$ cat src/rtl/cond_logic_unit.sv
`default_nettype none
// ============================================================================
// Module   : cond_logic_unit
// Purpose  : Holds the architectural NZCV flag register, evaluates the ARM
//            condition field of each incoming instruction against it, commits
//            flag writes only for executed instructions, and gates the
//            PCS/RegW/MemW write requests into registered PCSrc/RegWrite/
//            MemWrite enables (1-cycle latency).
// Ports    : clk, rst_n (sync, active low)
//            valid_in, cond[3:0], ALUflags[3:0], flagW[1:0],
//            PCS, RegW, MemW, NoWrite                          -> inputs
//            valid_out, CondEx, PCSrc, RegWrite, MemWrite,
//            flags[3:0] {N,Z,C,V}                              -> outputs
//            exec_cnt, squash_cnt [CNT_W-1:0]  (COND_STATS_EN only)
// Options  : `define COND_STATS_EN adds saturating executed/squashed counters.
// Revision : 1.0 - initial release
// ============================================================================
module cond_logic_unit #(
    parameter int         CNT_W     = 16,
    parameter logic [3:0] FLAGS_RST = 4'h0
) (
    input  logic             clk,
    input  logic             rst_n,
    input  logic             valid_in,
    input  logic [3:0]       cond,
    input  logic [3:0]       ALUflags,
    input  logic [1:0]       flagW,
    input  logic             PCS,
    input  logic             RegW,
    input  logic             MemW,
    input  logic             NoWrite,
    output logic             valid_out,
    output logic             CondEx,
    output logic             PCSrc,
    output logic             RegWrite,
    output logic             MemWrite,
`ifdef COND_STATS_EN
    output logic [CNT_W-1:0] exec_cnt,
    output logic [CNT_W-1:0] squash_cnt,
`endif
    output logic [3:0]       flags
);

    logic [3:0] flags_q;
    logic [3:0] flags_d;
    logic       valid_q;
    logic       cond_ex_q;
    logic       pcsrc_q;
    logic       regwrite_q;
    logic       memwrite_q;
    logic       cond_ex_c;
    logic       exec_c;

    logic       n_flag;
    logic       z_flag;
    logic       c_flag;
    logic       v_flag;

    // Condition is judged against the committed flags, i.e. the state left
    // by the previous instruction, so back-to-back dependencies need no bubble.
    assign n_flag = flags_q[3];
    assign z_flag = flags_q[2];
    assign c_flag = flags_q[1];
    assign v_flag = flags_q[0];

    always_comb begin
        cond_ex_c = 1'b1;
        case (cond)
            4'h0:    cond_ex_c = z_flag;
            4'h1:    cond_ex_c = ~z_flag;
            4'h2:    cond_ex_c = c_flag;
            4'h3:    cond_ex_c = ~c_flag;
            4'h4:    cond_ex_c = n_flag;
            4'h5:    cond_ex_c = ~n_flag;
            4'h6:    cond_ex_c = v_flag;
            4'h7:    cond_ex_c = ~v_flag;
            4'h8:    cond_ex_c = c_flag & ~z_flag;
            4'h9:    cond_ex_c = ~c_flag | z_flag;
            4'hA:    cond_ex_c = (n_flag == v_flag);
            4'hB:    cond_ex_c = (n_flag != v_flag);
            4'hC:    cond_ex_c = ~z_flag & (n_flag == v_flag);
            4'hD:    cond_ex_c = z_flag | (n_flag != v_flag);
            default: cond_ex_c = 1'b1;
        endcase
    end

    assign exec_c = valid_in & cond_ex_c;

    // N/Z and C/V are written independently so that logical ops can update
    // N/Z while preserving the carry/overflow from an earlier arithmetic op.
    always_comb begin
        flags_d = flags_q;
        if (exec_c) begin
            if (flagW[1]) begin
                flags_d[3:2] = ALUflags[3:2];
            end
            if (flagW[0]) begin
                flags_d[1:0] = ALUflags[1:0];
            end
        end
    end

    always_ff @(posedge clk) begin
        if (!rst_n) begin
            flags_q    <= FLAGS_RST;
            valid_q    <= 1'b0;
            cond_ex_q  <= 1'b0;
            pcsrc_q    <= 1'b0;
            regwrite_q <= 1'b0;
            memwrite_q <= 1'b0;
        end else begin
            flags_q    <= flags_d;
            valid_q    <= valid_in;
            cond_ex_q  <= exec_c;
            pcsrc_q    <= exec_c & PCS;
            regwrite_q <= exec_c & RegW & ~NoWrite;
            memwrite_q <= exec_c & MemW;
        end
    end

    assign valid_out = valid_q;
    assign CondEx    = cond_ex_q;
    assign PCSrc     = pcsrc_q;
    assign RegWrite  = regwrite_q;
    assign MemWrite  = memwrite_q;
    assign flags     = flags_q;

`ifdef COND_STATS_EN
    logic [CNT_W-1:0] exec_cnt_q;
    logic [CNT_W-1:0] squash_cnt_q;

    // Both counters stick at all-ones rather than wrapping.
    always_ff @(posedge clk) begin
        if (!rst_n) begin
            exec_cnt_q   <= '0;
            squash_cnt_q <= '0;
        end else if (valid_in) begin
            if (cond_ex_c) begin
                if (exec_cnt_q != {CNT_W{1'b1}}) begin
                    exec_cnt_q <= exec_cnt_q + 1'b1;
                end
            end else begin
                if (squash_cnt_q != {CNT_W{1'b1}}) begin
                    squash_cnt_q <= squash_cnt_q + 1'b1;
                end
            end
        end
    end

    assign exec_cnt   = exec_cnt_q;
    assign squash_cnt = squash_cnt_q;
`else
    // Keeps the counter width parameter referenced when statistics are absent.
    logic [CNT_W-1:0] unused_cnt_w;
    assign unused_cnt_w = '0;
`endif

endmodule
`default_nettype wire

$ cat config.mk
export PLATFORM = sky130hd
export DESIGN_NAME = cond_logic_unit
export DESIGN_NICKNAME = d
export VERILOG_FILES = /design/src/rtl/cond_logic_unit.sv
export SDC_FILE = /design/constraint.sdc
export NUM_CORES = 1
export LEC_CHECK = 0
export ABC_AREA = 1
export CORE_AREA = 2 2 39 41
export CTS_BUF_LIST = sky130_fd_sc_hd__clkbuf_4
export DETAILED_ROUTE_END_ITERATION = 10
export DIE_AREA = 0 0 41 43
export PLACE_DENSITY = 0.93
export SLEW_MARGIN = 10
export SYNTH_ARGS = -nofsm -noshare
export SYNTH_HDL_FRONTEND = slang
export SYNTH_SLANG_ARGS = --single-unit
$ cat constraint.sdc
create_clock -name clk -period 1.9 [get_ports clk]
set_input_delay 0.19 -clock clk [delete_from_list [all_inputs] [get_ports clk]]
set_output_delay 0.19 -clock clk [all_outputs]
set_load 0.01 [all_outputs]
# Word level (Yosys, flattened, before mapping)
# Cells that the tools add are included.
dict set report classes {
  add_sub_neg 0
  mul 0
  div_mod_pow 0
  n_lt_le_gt_ge 0
  eq_ne 15
  shifts 0
  n_mux 1
  bitwise 14
  reduce_logical 3
}
# cell count
set op_table {}
lappend op_table {{4-bit equality test, second input constant} 6}
lappend op_table {{4-bit by 3-bit equality test with 1-bit output, second input constant} 4}
lappend op_table {{1-bit case mux with 14 select lines} 1}
lappend op_table {{4-bit by 2-bit equality test with 1-bit output, second input constant} 2}
lappend op_table {{1-bit bitwise AND} 7}
lappend op_table {{1-bit NOT} 5}
lappend op_table {{4-bit by 1-bit equality test with 1-bit output, second input constant} 1}
lappend op_table {{4-bit logical NOT} 1}
lappend op_table {{2-bit AND reduction} 2}
lappend op_table {{1-bit OR} 2}
lappend op_table {{1-bit equality test} 1}
lappend op_table {{1-bit inequality test} 1}
dict set report word_totals {
  ff_bits 9
  latch_bits 0
  mem_bits_rw 0
  romBits 0
  inputBits 17
  output_inout_bits 9
  wordCells 40
  mem_count 0
}

# Logic depth before layout (Yosys ltp)
# Gate-level depths: netlist (run 1).
dict set report depth {
  ltp_word 6
  ltp_mapped 13
  depth_no_buf 12
}

# Worst setup path after synthesis (run 1)
# OpenSTA, ideal clock, no wires.
dict set report synth_timing {
  path_kind {register to register}
  start {register flags_q[0], in the netlist flags[0]}
  end {register regwrite_q, in the netlist RegWrite}
  setup_time_ps 109
  t_arrival_ps 1169
  required_time_ps 1791
  slack_ps 622
  stages_incl_launch_ff 12
  n_path_buf 0
  period_less_slack_ps 1278
  path_cell_list {dfxtp_1 -> inv_2 -> nand2_1 -> nand3_1 -> nand2_1 -> nand2_1 -> nor2_2 -> nand2_4 -> nand2_2 -> inv_2 -> nand2_1 -> nor2_1}
}
dict set report synth_between {
  elab_chain_len 6
  word_cells_on_any_way 9
  classes_between {eq/ne: 2; mux: 1; bitwise: 6}
}
# element line_no
set synth_rtl {}
lappend synth_rtl {{start: declaration} 44} ;# logic [3:0] flags_q;
lappend synth_rtl {{start signal: assignment} 112} ;# flags_q <= flags_d;
lappend synth_rtl {{1-bit inequality test or 1-bit equality test (tied branches)} -}
lappend synth_rtl {{1-bit OR or 1-bit bitwise AND (tied branches)} {82, 81}}
lappend synth_rtl {{1-bit case mux with 14 select lines *} 68} ;# case (cond)
lappend synth_rtl {{1-bit bitwise AND *} 87} ;# assign exec_c = valid_in & cond_ex_c;
lappend synth_rtl {{1-bit bitwise AND * (2 in a row)} 116} ;# regwrite_q <= exec_c & RegW & ~NoWrite;
lappend synth_rtl {{end signal: assignment} 116}
lappend synth_rtl {{end: declaration} 49} ;# logic regwrite_q;
# Every way passes the cells marked *; elsewhere a longest branch is shown, timed or not.
# A chain may end at the register's enable or synchronous reset.

# Worst setup path after layout (run 1)
dict set report layout_timing {
  start {input port cond[1]}
  end {register flags_q[2], in the netlist flags[2]}
}
dict set report layout_between {
  elab_chain_len 4
  word_cells_on_any_way 17
  classes_between {eq/ne: 13; mux: 1; bitwise: 1; reduce/logical: 2}
}
# element line_no
set layout_rtl {}
lappend layout_rtl {{start: declaration} 25} ;# input logic [3:0] cond,
lappend layout_rtl {{4-bit equality test, or another cell as far along} 68}
lappend layout_rtl {{1-bit case mux with 14 select lines *} 68}
lappend layout_rtl {{1-bit bitwise AND *} 87}
lappend layout_rtl {{2-bit AND reduction (no source line) *} -}
# Marks and branches as above.

==> metrics.txt, run 1 <==
status=completed; peak supply drop=488 µV; Yosys top cell by area=dfxtp_1; CP required=2070 ps; hold buffer count at cts=0; Tot GR Track Use=0.207; clock share of power=0.312; largest cells by area after synthesis=dfxtp_1, nand2_1, inv_1, nand3_1, nor2_1; Synth top cells by count=nand2_1, inv_1, nor2_1; Num CTS Buffers=3; fraction of layout cells with a size suffix above 1=0.135; Max Clock Freq=0.667 GHz; Placeable Area=1380 µm²; Routed WL=1460 µm; Slew HR=0.813; Root Driver=clkbuf_4; RSZ-0062 raised after global routing=no; DR pass1 iterations=4; die area=1760 µm²; # DRC=0; Psw=0.159 mW; asr flop ratio synth=0; Mapped Area=579 µm²; Leakage=0.433 nW; final worst clock skew=4.35 ps; Placed Cells=138; #FFs+latches synth=9; Initial Util=0.419; dpl ws=169 ps; sequential share of the synthesized area=0.311; n_diodes=0; final worst setup slack=400 ps; Max Slew Vio Count=0; worst skew pair latency=260 ps; WP data arrival=1670 ps; die width=41 µm; Crit Path Max Fanout=8; vias in the first global route=628; Adder-Cell Fraction of Synth Area=0; CTS H-tree depth=1; CTS max path bufs=2; placer congestion estimate=0.872; Post-synth EDFFs=0; Crit. End Element=flop; largest family of logic cells by synthesized area=simple AND/OR/NAND/NOR gates; Sw Ratio=0.299; Cell variety after synth=14; total power=0.532 mW; fin crit period=1500 ps; Die H=43 µm; GR Overflow Total=0; Seq pwr share=0.390; Rows=14; Power Dens Cells=613 nW/µm²; fillers=129; Int Power=0.373 mW; Tcrit/Tclk final=0.790; Buffers on Ports=25; final hold vios=0; CP startpoint kind=input pin; max-cap violation count=0; Post-Synth Simple-Gate Area=0.508; I/O pins=26; antenna violations before repair=0; top_reg_cell synth=dfxtp_1; Post-Syn Nets=115; multiplexer share of the synthesized area=0; Post-CTS Setup Bufs=0; Avg Inst Size Synth=5.91 µm²; vias=678; # clock sinks=9; 1st-iter DRT viols=20; DRT antenna net count=0; final hold slack=447 ps; Area growth syn-to-layout=49.9%; DR WL/cell=10.3 µm; first-pass GRT wire length=2480 µm; final setup fails=0; critical path class=in -> reg; Reg clk slew, reported paths=60 ps; xor-xnor portion of the synthesized cell area=0; pin count of the biggest net entering global routing=9; drt via density=4.77; CTS tree=built; Nets=144; Fin Setup TNS=0 ps; CTS resizes=0; Final Non-Filler Cells=142; Synth Area in Compound Gates=0.0259; Synth top area share=0.311; Post-DP HPWL=1110 µm; Hold Crit Class=in -> reg; Synth Warn #=0; worst slew pin tran=279 ps; cells after synthesis=98; Comb pwr share=0.297; top-count cell post-synth=nand2_1
## flip-flops by register name, indices dropped and copies added, names as in the netlist
register	flops
MemWrite	1
flags	4
valid_out	1
RegWrite	1
PCSrc	1
CondEx	1
## stage by stage
step | utilization | instance area, µm²
2_1_floorplan | - | 579
3_3_place_gp | 0.606 | 838
6_report | 0.627 | 868
3_5_place_dp | 0.606 | 838
5_1_grt | 0.627 | 868
4_1_cts | 0.627 | 868
## path summary, 6_finish.rpt
| path | from | to | slack, ps | depth (start not counted) |
|---|---|---|---|---|
| max | cond[1] | flags[2] | 400 | 12 |
| min reg2reg | flags[1] | flags[1] | 600 | 4 |
| max reg2reg | flags[0] | flags[2] | 520 | 11 |
| min | MemW | MemWrite | 450 | 3 |
## cell type report
cell class / instances / area [µm²] / share of cell area
Multi-Input combinational cell: 67 / 309 / 0.356
Inverter: 21 / 78.8 / 0.0908
Sequential cell: 9 / 180 / 0.207
Clock buffer: 4 / 30.0 / 0.0346
Timing Repair Buffer: 25 / 250 / 0.288
Tap cell: 16 / 20.0 / 0.0231
## routing by layer
metal / part of all wire / track usage / wire, µm / vias to the layer above
li1: - / - / - / 350
met1: 0.40 / 0.227 / 579 / 294
met2: 0.52 / 0.350 / 759 / 27
met3: 0.055 / 0.0366 / 81 / 7
met4: 0.027 / 0.113 / 40 / 0
met5: 0 / 0 / 0 / -
## critical path, cell delays in order
cell             delay, ps
clkdlybuf4s50_1        610
inv_2                  100
nand2_1                 90
nand3_1                 70
nand3_1                 80
nand2_1                 70
nor2_2                 130
nand2_4                100
nand3_2                 80
nand2_1                 50
inv_1                   60
nor2_1                  50
## logic make-up after synthesis
| family | count (synthesis) |
|---|---|
| compound gates | 3 |
| buf+inv | 22 |
| flops | 9 |
| simple gates | 64 |
## placed cells by master (no fill, tap or decap), drive strengths merged
cell type	n
a21oi	3
clkbuf	4
clkdlybuf4s50	25
clkinv	1
dfxtp	9
inv	20
nand2	34
nand3	11
nand4	4
nor2	15
## power groups by stage
stage / sequential, mW / combinational (mW) / clock [mW]
after floorplan: 0.217 / 0.0782 / 0
after global placement: 0.212 / 0.152 / 0
after detailed placement: 0.212 / 0.156 / 0
after CTS: 0.208 / 0.157 / 0.164
after global routing: 0.209 / 0.176 / 0.176
final: 0.208 / 0.158 / 0.166
Power figures use the tool's default switching activity.
==> run 2: changes to the inputs <==
--- a/config.mk
+++ b/config.mk
@@ -6,11 +6,11 @@
 export NUM_CORES = 1
 export LEC_CHECK = 0
 export ABC_AREA = 1
-export CORE_AREA = 2 2 39 41
+export CORE_AREA = 2 2 41 43
 export CTS_BUF_LIST = sky130_fd_sc_hd__clkbuf_4
 export DETAILED_ROUTE_END_ITERATION = 10
-export DIE_AREA = 0 0 41 43
-export PLACE_DENSITY = 0.93
+export DIE_AREA = 0 0 43 45
+export PLACE_DENSITY = 0.86
 export SLEW_MARGIN = 10
 export SYNTH_ARGS = -nofsm -noshare
 export SYNTH_HDL_FRONTEND = slang
==> constraint.sdc (replaced) <==
create_clock -name clk -period 1.4 [get_ports clk]
set_input_delay 0.14 -clock clk [delete_from_list [all_inputs] [get_ports clk]]
set_output_delay 0.14 -clock clk [all_outputs]
set_load 0.01 [all_outputs]
==> run 2 against run 1 <==
Compared with the run above:
- largest power group unchanged
- clock-buffer cell count unchanged
- hold slack worse by 48 ps
- critical path type is now reg -> out
- power is 36% higher
- clock skew down 3.8 ps
==> metrics.txt, run 2 (synthesis results as in run 1) <==
n_diodes=0 (unchanged); max-cap violation count=0 (unchanged); fraction of layout cells with a size suffix above 1=0.211 (was 0.135); Max Clock Freq=0.769 GHz; Hold Crit Class=in -> reg (unchanged); Max Slew Vio Count=0 (unchanged); DRT antenna net count=0 (unchanged); Num CTS Buffers=3 (unchanged); CTS H-tree depth=1 (unchanged); Crit Path Max Fanout=5 (was 8); R2R Setup Slk=110 ps (was 520 ps); Buffers on Ports=25 (unchanged); sum of buffers and inverters on the critical path=1 (was 3); final worst clock skew=0.566 ps (was 4.35 ps); CP startpoint kind=flop (was input pin); vias in the first global route=607 (was 628); worst skew pair latency=260 ps (about the same); die width=43 µm (was 41 µm); Area growth syn-to-layout=57.9% (was 49.9%); placer congestion estimate=0.856 (was 0.872); Leakage=0.482 nW (was 0.433 nW); met3 Use GR=0.0280 (was 0.0366); final hold vios=0 (unchanged); Placeable Area=1470 µm² (was 1380 µm²); Tot GR Track Use=0.153 (was 0.207); pin count of the biggest net entering global routing=9 (unchanged); GR Overflow Total=0 (unchanged); max reg flops=4 (unchanged); vias=686 (was 678); Nets=146 (was 144); Initial Util=0.394 (was 0.419); Power Dens Cells=792 nW/µm² (was 613 nW/µm²); final instance area=915 µm² (was 868 µm²); CP max-delay cell=clkdlybuf4s50_1 (unchanged); I/O pins=26 (unchanged); worst slew pin tran=266 ps (was 279 ps); Fin Setup TNS=0 ps (unchanged); Crit. End Element=output port (was flop); fillers=136 (was 129); GRT met1 Usage=0.157 (was 0.227); status=completed (unchanged); CP peak stage delay=530 ps (was 610 ps); critical path class=reg -> out (was in -> reg); Post-DP Area=853 µm² (was 838 µm²); CTS max path bufs=2 (unchanged); crit-path cells=clkdlybuf4s50_1 (was clkdlybuf4s50_1, inv_2, nand2_1, nand3_1, nand3_1, nand2_1, nor2_2, nand2_4, nand3_2, nand2_1, inv_1, nor2_1); peak supply drop=628 µV (was 488 µV); antenna violations before repair=0 (unchanged); most common cell after layout, fill and taps aside=nand2_1 (unchanged); DR pass1 iterations=4 (unchanged); die area=1940 µm² (was 1760 µm²); DR WL/cell=10.3 µm (about the same); critical path's top delay family=buffers and inverters (unchanged); CTS tree=built (unchanged); Reg clk slew, reported paths=60 ps (about the same); Root Driver=clkbuf_4 (unchanged); fin crit period=1300 ps; commonest non-fill, non-tap cells in the layout=nand2_1, clkdlybuf4s50_1, inv_1 (unchanged); drt via density=4.76 (was 4.77); Slew HR=0.823 (was 0.813); # clock sinks=9 (unchanged); 1st-iter DRT viols=23 (was 20); # DRC=0 (unchanged); busiest layer in global routing=met2 (unchanged); first-pass GRT wire length=2240 µm (was 2480 µm); Routed WL=1480 µm (was 1460 µm); hold buffer count at cts=0 (unchanged); CP required=1260 ps (was 2070 ps); final setup fails=0 (unchanged); Rows=14 (unchanged); met2 Track Usage GR=0.291 (was 0.350); Die H=45 µm (was 43 µm); WP data arrival=1160 ps (was 1670 ps); Post-DP HPWL=1090 µm (was 1110 µm); Tcrit/Tclk final=0.928
==> run 2: changes by cell type in the layout (fill, tap and decap cells not counted), sizes merged <==
| cell | change |
|---|---|
| clkdlybuf4s50 | -4 |
| buf | +2 |
| dlymetal6s2s | +4 |
==> run 2: cell type report <==
| type | instances | area [µm²] | share of cell area |
|---|---|---|---|
| tap | 16 | 20.0 | 0.0219 |
| timing repair buffer | 27 | 275 | 0.301 |
| clock buffer | 4 | 30.0 | 0.0328 |
| inverter | 21 | 78.8 | 0.0862 |
| sequential | 9 | 190 | 0.208 |
| multi-input combinational | 67 | 320 | 0.350 |
==> run 2: worst paths after layout <==
check / start / cells past startpoint / end
worst min-delay path: PCS / 3 / PCSrc
worst max register to register: flags[3] / 11 / flags[1]
worst max-delay path: flags[3] / 1 / flags[3]
worst min register to register: flags[1] / 4 / flags[1]
==> run 2: worst min-delay path, cell delays in order <==
cell             delay [ps]
clkdlybuf4s50_1         390
inv_1                    50
nor2_1                   30
==> run 2: routing by layer <==
| metal | share of wire | vias up |
|---|---|---|
| li1 | - | 354 |
| met1 | 0.40 | 305 |
| met2 | 0.53 | 23 |
| met3 | 0.059 | 4 |
| met4 | 0.0081 | 0 |
| met5 | 0 | - |
==> run 2: metrics by stage <==
stage / utilization / instances / setup slack (ps) / hold slack (ps) / power (mW)
2_1_floorplan: - / 98 / 122 / 212 / 0.400
3_3_place_gp: 0.580 / 140 / -241 / 590 / 0.499
3_5_place_dp: 0.580 / 140 / -263 / 605 / 0.504
4_1_cts: 0.600 / 144 / 1.10 / 391 / 0.723
5_1_grt: 0.622 / 144 / -7.06 / 413 / 0.765
6_report: 0.622 / 144 / 100 / 399 / 0.724
==> run 2: where the power goes <==
group | internal (mW) | switching [mW] | total [mW] | leakage [nW]
registers | 0.272 | 0.0114 | 0.283 | 0.0759
clock network | 0.129 | 0.0893 | 0.218 | 0.0184
logic | 0.110 | 0.113 | 0.223 | 0.387
==> run 2: repair_timing <==
| item | CTS | global route |
|---|---|---|
| endpoints found under the hold margin | 0 | 0 |
| setup buffers | 0 | 0 |
| resized for setup | 0 | 14 |
| endpoints found under the setup margin | 0 | 9 |
